==> config.mk <==
export PLATFORM = sky130hd
export DESIGN_NAME = quad_step_decoder
export DESIGN_NICKNAME = d
export VERILOG_FILES = /design/src/rtl/qdec_pkg.sv /design/src/rtl/qdec_sync_filter.sv /design/src/rtl/quad_step_decoder.sv
export SDC_FILE = /design/constraint.sdc
export NUM_CORES = 1
export LEC_CHECK = 0
export ABC_AREA = 1
export ABC_CLOCK_PERIOD_IN_PS = 5700
export BUFFER_PORTS_ARGS = -buffer_cell sky130_fd_sc_hd__buf_2
export CORE_MARGIN = 5
export CORE_UTILIZATION = 48
export CTS_BUF_LIST = sky130_fd_sc_hd__clkbuf_2
export DETAILED_ROUTE_END_ITERATION = 10
export PLACE_DENSITY_LB_ADDON = 0.25
export SYNTH_ARGS = -nofsm -noshare
export SYNTH_HDL_FRONTEND = slang
export SYNTH_HIERARCHICAL = 1
export SYNTH_SLANG_ARGS = --single-unit
export TNS_END_PERCENT = 30
==> constraint.sdc <==
create_clock -name i_clk -period 5.7 [get_ports i_clk]
set_input_delay 0.285 -clock i_clk [delete_from_list [all_inputs] [get_ports i_clk]]
set_output_delay 0.285 -clock i_clk [all_outputs]
set_load 0.05 [all_outputs]
==> src/rtl/qdec_pkg.sv <==
`default_nettype none
// ============================================================================
//  Package : qdec_pkg
//  Shared definitions for the quadrature step decoder.
//    - Decode FSM state encoding.
//    - Direction constants, matching the polarity of o_up_down.
//    - Step classification codes and the Gray-step lookup function.
//  Revision: 1.0  initial release
// ============================================================================
package qdec_pkg;

    // Decode FSM state encoding
    localparam int          c_ST_W              = 1;
    localparam logic [0:0]  c_ST_IDLE_UNPRIMED  = 1'b0;
    localparam logic [0:0]  c_ST_TRACK          = 1'b1;

    // Direction levels driven on o_up_down
    localparam logic        c_DIR_UP            = 1'b1;
    localparam logic        c_DIR_DOWN          = 1'b0;

    // Classification of a {previous, current} AB pair
    localparam logic [1:0]  c_STEP_NONE         = 2'd0;
    localparam logic [1:0]  c_STEP_UP           = 2'd1;
    localparam logic [1:0]  c_STEP_DOWN         = 2'd2;
    localparam logic [1:0]  c_STEP_ERR          = 2'd3;

    // AB is packed as {A, B}. Up cycle: 00 -> 01 -> 11 -> 10 -> 00.
    // Any pair where both bits flip is a lost step and is reported as an error.
    function automatic logic [1:0] qdec_step_dir(input logic [1:0] prev_ab,
                                                 input logic [1:0] curr_ab);
        logic [1:0] step;
        step = c_STEP_NONE;
        case ({prev_ab, curr_ab})
            4'b00_01, 4'b01_11, 4'b11_10, 4'b10_00: step = c_STEP_UP;
            4'b00_10, 4'b10_11, 4'b11_01, 4'b01_00: step = c_STEP_DOWN;
            4'b00_11, 4'b11_00, 4'b01_10, 4'b10_01: step = c_STEP_ERR;
            default:                                step = c_STEP_NONE;
        endcase
        return step;
    endfunction

endpackage : qdec_pkg
`default_nettype wire

==> src/rtl/qdec_sync_filter.sv <==
`default_nettype none
// ============================================================================
//  Module  : qdec_sync_filter
//  Two-flop synchroniser followed by a stability filter for one encoder phase.
//  A synchronised level is accepted once it has been seen on FILT_LEN+1
//  consecutive samples; shorter pulses are dropped without any indication.
//
//  Ports
//    i_clk     in   clock, rising edge
//    i_rst     in   asynchronous active-high reset
//    i_in      in   raw phase input, asynchronous to i_clk
//    o_level   out  accepted level, already reflecting this cycle's acceptance
//    o_accept  out  high in the cycle a stable run reaches FILT_LEN+1 samples
//    o_valid   out  an accepted level exists since reset
//
//  o_level / o_accept / o_valid are combinational views of the filter
//  decision so the decoder can register its outputs on the very edge the
//  level is accepted.
//  Revision: 1.0  initial release
// ============================================================================
module qdec_sync_filter #(
    parameter int FILT_LEN = 2
) (
    input  logic i_clk,
    input  logic i_rst,
    input  logic i_in,
    output logic o_level,
    output logic o_accept,
    output logic o_valid
);

    localparam int             c_CW     = (FILT_LEN < 2) ? 1 : $clog2(FILT_LEN + 1);
    localparam logic [c_CW:0]  c_LAST   = (c_CW + 1)'(FILT_LEN);
    localparam logic [c_CW:0]  c_ONE    = (c_CW + 1)'(1);
    localparam logic           c_BYPASS = (FILT_LEN == 0);

    logic            r_meta;
    logic            r_sync;
    logic [1:0]      r_vld;      // marks r_sync as holding a real sample, not the reset value
    logic            r_have;     // a candidate run is in progress
    logic            r_cand;
    logic [c_CW-1:0] r_cnt;      // samples in the current run minus one, saturating
    logic            r_level;
    logic            r_lvl_vld;

    logic            w_new_run;
    logic            w_at_last;
    logic [c_CW:0]   w_cnt_ext;
    logic [c_CW:0]   w_cnt_inc;
    logic            w_accept;

    always_ff @(posedge i_clk or posedge i_rst) begin
        if (i_rst) begin
            r_meta <= 1'b0;
            r_sync <= 1'b0;
            r_vld  <= 2'b00;
        end else begin
            r_meta <= i_in;
            r_sync <= r_meta;
            r_vld  <= {r_vld[0], 1'b1};
        end
    end

    assign w_new_run = !r_have || (r_sync != r_cand);
    assign w_cnt_ext = {1'b0, r_cnt};
    assign w_cnt_inc = w_cnt_ext + c_ONE;
    assign w_at_last = (w_cnt_ext == c_LAST);

    // Accept exactly once per stable run: on the sample that brings the run
    // length to FILT_LEN+1. With FILT_LEN = 0 the first sample of a run does it.
    always_comb begin
        w_accept = 1'b0;
        if (r_vld[1]) begin
            if (w_new_run) begin
                w_accept = c_BYPASS;
            end else begin
                w_accept = !w_at_last && (w_cnt_inc == c_LAST);
            end
        end
    end

    always_ff @(posedge i_clk or posedge i_rst) begin
        if (i_rst) begin
            r_have    <= 1'b0;
            r_cand    <= 1'b0;
            r_cnt     <= '0;
            r_level   <= 1'b0;
            r_lvl_vld <= 1'b0;
        end else if (r_vld[1]) begin
            if (w_new_run) begin
                r_have <= 1'b1;
                r_cand <= r_sync;
                r_cnt  <= '0;
            end else if (!w_at_last) begin
                r_cnt  <= w_cnt_inc[c_CW-1:0];
            end
            if (w_accept) begin
                r_level   <= r_sync;
                r_lvl_vld <= 1'b1;
            end
        end
    end

    assign o_accept = w_accept;
    assign o_level  = w_accept ? r_sync : r_level;
    assign o_valid  = r_lvl_vld || w_accept;

endmodule : qdec_sync_filter
`default_nettype wire

==> src/rtl/quad_step_decoder.sv <==
`default_nettype none
// ============================================================================
//  Module  : quad_step_decoder
//  Quadrature A/B step decoder. Synchronises and filters both phases,
//  decodes Gray-code steps into a one-cycle count enable plus a direction
//  level, and flags lost steps (both phases changing together) in a sticky
//  error bit.
//
//  Ports
//    i_clk      in   clock, rising edge
//    i_rst      in   asynchronous active-high reset (release synchronous to i_clk)
//    i_a        in   encoder phase A, asynchronous
//    i_b        in   encoder phase B, asynchronous
//    i_clr_err  in   synchronous clear of o_err (a new error wins)
//    o_en       out  one-cycle pulse per valid step
//    o_up_down  out  direction of the last valid step, 1 = up
//    o_err      out  sticky illegal-transition flag
//    o_pos      out  [POS_W-1:0] wrapping position count (QDEC_POS_EN only)
//
//  Build option: define QDEC_POS_EN to add the o_pos port and its counter.
//  Latency: 3+FILT_LEN edges from the edge that first samples a new AB to o_en.
//  Revision: 1.0  initial release
// ============================================================================
module quad_step_decoder
    import qdec_pkg::*;
#(
    parameter int FILT_LEN = 2,
    parameter int POS_W    = 3
) (
    input  logic             i_clk,
    input  logic             i_rst,
    input  logic             i_a,
    input  logic             i_b,
    input  logic             i_clr_err,
    output logic             o_en,
    output logic             o_up_down,
    output logic             o_err
`ifdef QDEC_POS_EN
    ,
    output logic [POS_W-1:0] o_pos
`endif
);

    logic              w_a_level, w_a_acc, w_a_vld;
    logic              w_b_level, w_b_acc, w_b_vld;

    logic [c_ST_W-1:0] r_state, w_state_nxt;
    logic [1:0]        r_prev,  w_prev_nxt;
    logic              r_en,    w_en_nxt;
    logic              r_dir,   w_dir_nxt;
    logic              r_err,   w_err_nxt;
    logic              w_err_set;
    logic [1:0]        w_ab;
    logic [1:0]        w_step;

    qdec_sync_filter #(.FILT_LEN(FILT_LEN)) u_filt_a (
        .i_clk    (i_clk),
        .i_rst    (i_rst),
        .i_in     (i_a),
        .o_level  (w_a_level),
        .o_accept (w_a_acc),
        .o_valid  (w_a_vld)
    );

    qdec_sync_filter #(.FILT_LEN(FILT_LEN)) u_filt_b (
        .i_clk    (i_clk),
        .i_rst    (i_rst),
        .i_in     (i_b),
        .o_level  (w_b_level),
        .o_accept (w_b_acc),
        .o_valid  (w_b_vld)
    );

    assign w_ab   = {w_a_level, w_b_level};
    assign w_step = qdec_step_dir(r_prev, w_ab);

    always_ff @(posedge i_clk or posedge i_rst) begin
        if (i_rst) begin
            r_state <= c_ST_IDLE_UNPRIMED;
            r_prev  <= 2'b00;
            r_en    <= 1'b0;
            r_dir   <= c_DIR_DOWN;
            r_err   <= 1'b0;
        end else begin
            r_state <= w_state_nxt;
            r_prev  <= w_prev_nxt;
            r_en    <= w_en_nxt;
            r_dir   <= w_dir_nxt;
            r_err   <= w_err_nxt;
        end
    end

    always_comb begin
        w_state_nxt = r_state;
        w_prev_nxt  = r_prev;
        w_en_nxt    = 1'b0;
        w_dir_nxt   = r_dir;
        w_err_set   = 1'b0;
        case (r_state)
            c_ST_IDLE_UNPRIMED: begin
                // Wait until both phases have a filtered level; that AB is
                // only a reference and never produces a step.
                if (w_a_vld && w_b_vld && (w_a_acc || w_b_acc)) begin
                    w_prev_nxt  = w_ab;
                    w_state_nxt = c_ST_TRACK;
                end
            end
            c_ST_TRACK: begin
                if (w_a_acc || w_b_acc) begin
                    case (w_step)
                        c_STEP_UP: begin
                            w_en_nxt   = 1'b1;
                            w_dir_nxt  = c_DIR_UP;
                            w_prev_nxt = w_ab;
                        end
                        c_STEP_DOWN: begin
                            w_en_nxt   = 1'b1;
                            w_dir_nxt  = c_DIR_DOWN;
                            w_prev_nxt = w_ab;
                        end
                        c_STEP_ERR: begin
                            // Resynchronise on the new AB so the next
                            // single-bit change decodes normally.
                            w_err_set  = 1'b1;
                            w_prev_nxt = w_ab;
                        end
                        default: ;
                    endcase
                end
            end
            default: w_state_nxt = c_ST_IDLE_UNPRIMED;
        endcase

        if (w_err_set) begin
            w_err_nxt = 1'b1;
        end else if (i_clr_err) begin
            w_err_nxt = 1'b0;
        end else begin
            w_err_nxt = r_err;
        end
    end

    assign o_en      = r_en;
    assign o_up_down = r_dir;
    assign o_err     = r_err;

`ifdef QDEC_POS_EN
    logic [POS_W-1:0] r_pos;

    // Updates on the same edge that raises o_en; wraps naturally.
    always_ff @(posedge i_clk or posedge i_rst) begin
        if (i_rst) begin
            r_pos <= '0;
        end else if (w_en_nxt) begin
            r_pos <= (w_dir_nxt == c_DIR_UP) ? (r_pos + POS_W'(1)) : (r_pos - POS_W'(1));
        end
    end

    assign o_pos = r_pos;
`endif

endmodule : quad_step_decoder
`default_nettype wire

==> flow_summary.ini <==
[die]
coreArea_um2 = 2477
start_util_pct = 50.30
rows = 18
fp.dieH_um = 60.96
die_x_um = 60.96
die_area_um2 = 3716
io_pins = 8

[sta]
fin_setup_tns_ns = 0
finalHoldViolCount = 0
max_freq_mhz = 464.0
fin_crit_sh_pct = 37.81
final-max-slew-violation-count = 0
finalSetupViolCount = 0
fin_skew_ns = 0.007937
finalCriticalPeriod_ns = 2.155
rsz0062_at_grt = no

[placed_design]
port_buffers = 7
dpl-instance-area_um2 = 1319
place_hpwl_um = 1542
gp_congestion = 0.7609

[global_route]
gr-usage-met1_pct = 14.69
grt_pass1_vias = 907
grt.busiest_layer = met2
met3_usage_pct = 1.915
grt_max_degree = 16
grt_overflow_total = 0
grt_use_total_pct = 12.48
use_met2_pct = 23.66
grt_pass1_wl_um = 3525
antenna_found_initial = 0

[critical_path]
startpoint = u_filt_b/r_cnt[1]$_DFFE_PP0P_
critical_path_class = reg -> reg
worstPathArrival_ns = 2.43
r2r-start = u_filt_b/r_cnt[1]$_DFFE_PP0P_
cp-start-kind = flip-flop
crit_path_end_kind = flip-flop
worstPathMaxFanout = 4
required_ns = 5.97

[clock_tree]
numCtsBuffers = 3
worstSkewPairLatency_ns = 0.34
ctsLongestPathBuffers = 2
cts.repair.resized = 0
cts_tree = built
clk_pin_slew_ns = 0.25
clock-root-buffer = clkbuf_2
htreeDepth = 1
cts_sinks = 26

[run_status]
status = finished, final reports clean

[hold_path]
hp-class = in -> reg
hp-start = i_a

[route]
ant_nets = 0
wl_um = 1900
drc = 0
viasPerCell = 4.622
vias = 855
wl_per_cell_um = 10.27
drtIter0Drc = 34
dr.pass1.iters = 4

[synth]
ys_ff_latch = 26
synth_area_um2 = 1246
yosysTopAreaCell = dfrtp_1
yosysWarnings = 6
yosysSeqAreaShare_pct = 52.21
syn_nets = 152
ys_types = 20
synth_area_leaders = dfrtp_1, nand2_1, inv_1
syn-instance-count = 142
avgSynthCellArea_um2 = 8.776
synth_top_area_share_pct = 52.21

[layout]
final_area_um2 = 1384
antennaDiodeCount = 0
final_util_pct = 55.86
mostFrequentLayoutCells = nand2_1, inv_1, dfrtp_1, nand3_1, buf_2
final_layout_size_suffix_gt1_share_pct = 17.42
layout_commonest_cell = nand2_1
syn_to_final_growth_pct = 11.04
nNetsFinal = 166

[job]
cap_viol_max_count = 0

[power_and_ir_drop]
p_per_area_nw_per_um2 = 443.0
peakVddDrop_mv = 0.2819
total_leakage_power_nw = 0.7982
==> worst max-delay path, stage by stage, from the launching register on <==
cell and delay (ns):
dfrtp_1 0.44, inv_1 0.07, ha_1 0.14, nand2_1 0.05, inv_1 0.08, nand4_2 0.13
nand2_1 0.10, nand2_1 0.11, inv_1 0.09, nand2_1 0.07, nand3_1 0.11, nand2_2 0.09
ha_1 0.30, nor2_1 0.11, nand2_1 0.09, nand2_1 0.06, o21ai_1 0.05
==> state kept, by name (all words and copies together), names as in the netlist, 2 cells and up <==
register        count
r_prev              2
u_filt_a/r_cnt      2
u_filt_a/r_vld      2
u_filt_b/r_cnt      2
u_filt_b/r_vld      2
==> where the power goes <==
part	internal, mW	leakage [nW]	switching (mW)
registers	0.222	0.304	0.0216
logic	0.0880	0.468	0.167
clock network	0.0604	0.0266	0.0539
==> path summary, 6_finish.rpt <==
path / slack (ns) / cells after the start / to
min: 0.03 / 1 / u_filt_a/r_meta$_DFF_PP0_
min reg2reg: 0.38 / 0 / u_filt_a/r_vld[1]$_DFF_PP0_
max: 3.54 / 16 / o_up_down$_DFFE_PP0P_
max in group asynchronous: 4.99 / 3 / u_filt_a/r_meta$_DFF_PP0_
max reg2reg: 3.54 / 16 / o_up_down$_DFFE_PP0P_
min in group asynchronous: 0.38 / 3 / o_err$_DFFE_PP0P_
==> cell families (layout without fill, tap and decap cells) <==
family	count (synthesis)	after routing	synth area share, %
AOI/OAI and AO/OA	5	5	2.912
xor gates and xnor gates	2	2	1.406
adders and majority gates	5	5	5.020
buffers and inverters	32	45	9.639
DFF	26	26	52.21
other	2	2	0.6026
and+or+nand+nor	70	70	28.21
==> metrics by stage <==
| step | worst slack (ns) | power (mW) | std cells | hold slack, ns |
|---|---|---|---|---|
| 2_1_floorplan | 3.782 | 0.4542 | 142 | 0.07596 |
| 4_1_cts | 3.518 | 0.6205 | 184 | 0.008463 |
| 5_1_grt | 3.220 | 0.6670 | 185 | 0.006256 |
| 3_5_place_dp | 3.561 | 0.5058 | 179 | 0.2464 |
| 6_report | 3.545 | 0.6131 | 185 | 0.03202 |
| 3_3_place_gp | 3.651 | 0.4892 | 179 | 0.2431 |
==> area by class of cell <==
type | instances | area (µm²)
Fill cell | 242 | 1094
Sequential cell | 26 | 650.6
Multi-Input combinational cell | 84 | 475.5
Inverter | 32 | 120.1
Timing Repair Buffer | 9 | 55.05
Tap cell | 30 | 37.54
Clock inverter | 1 | 30.03
Clock buffer | 3 | 15.01
==> repair_timing <==
item / in CTS / in global routing
setup buffers: 0 / 0
hold buffers: 1 / 1
hold endpoints to repair: 26 / 1
==> cells in the mapped netlist <==
library cell / instances
o21ai_0: 2
nand3_2: 3
ha_1: 5
o21ai_1: 2
nand2_1: 38
conb_1: 2
nand3_4: 1
nand2_2: 4
dfrtp_1: 26
nor2_2: 3
nand3_1: 7
inv_2: 2
xor2_1: 2
inv_1: 30
nor2_1: 6
nand2b_1: 2
nor3_1: 2
nand4_1: 2
nand4_2: 2
o21ai_4: 1
==> layer usage <==
layer | up-vias | share of wire, %
li1 | 446 | -
met1 | 400 | 45
met2 | 7 | 52
met3 | 2 | 2.7
met4 | 0 | 0.63
met5 | - | 0
Power figures use the tool's default switching activity.
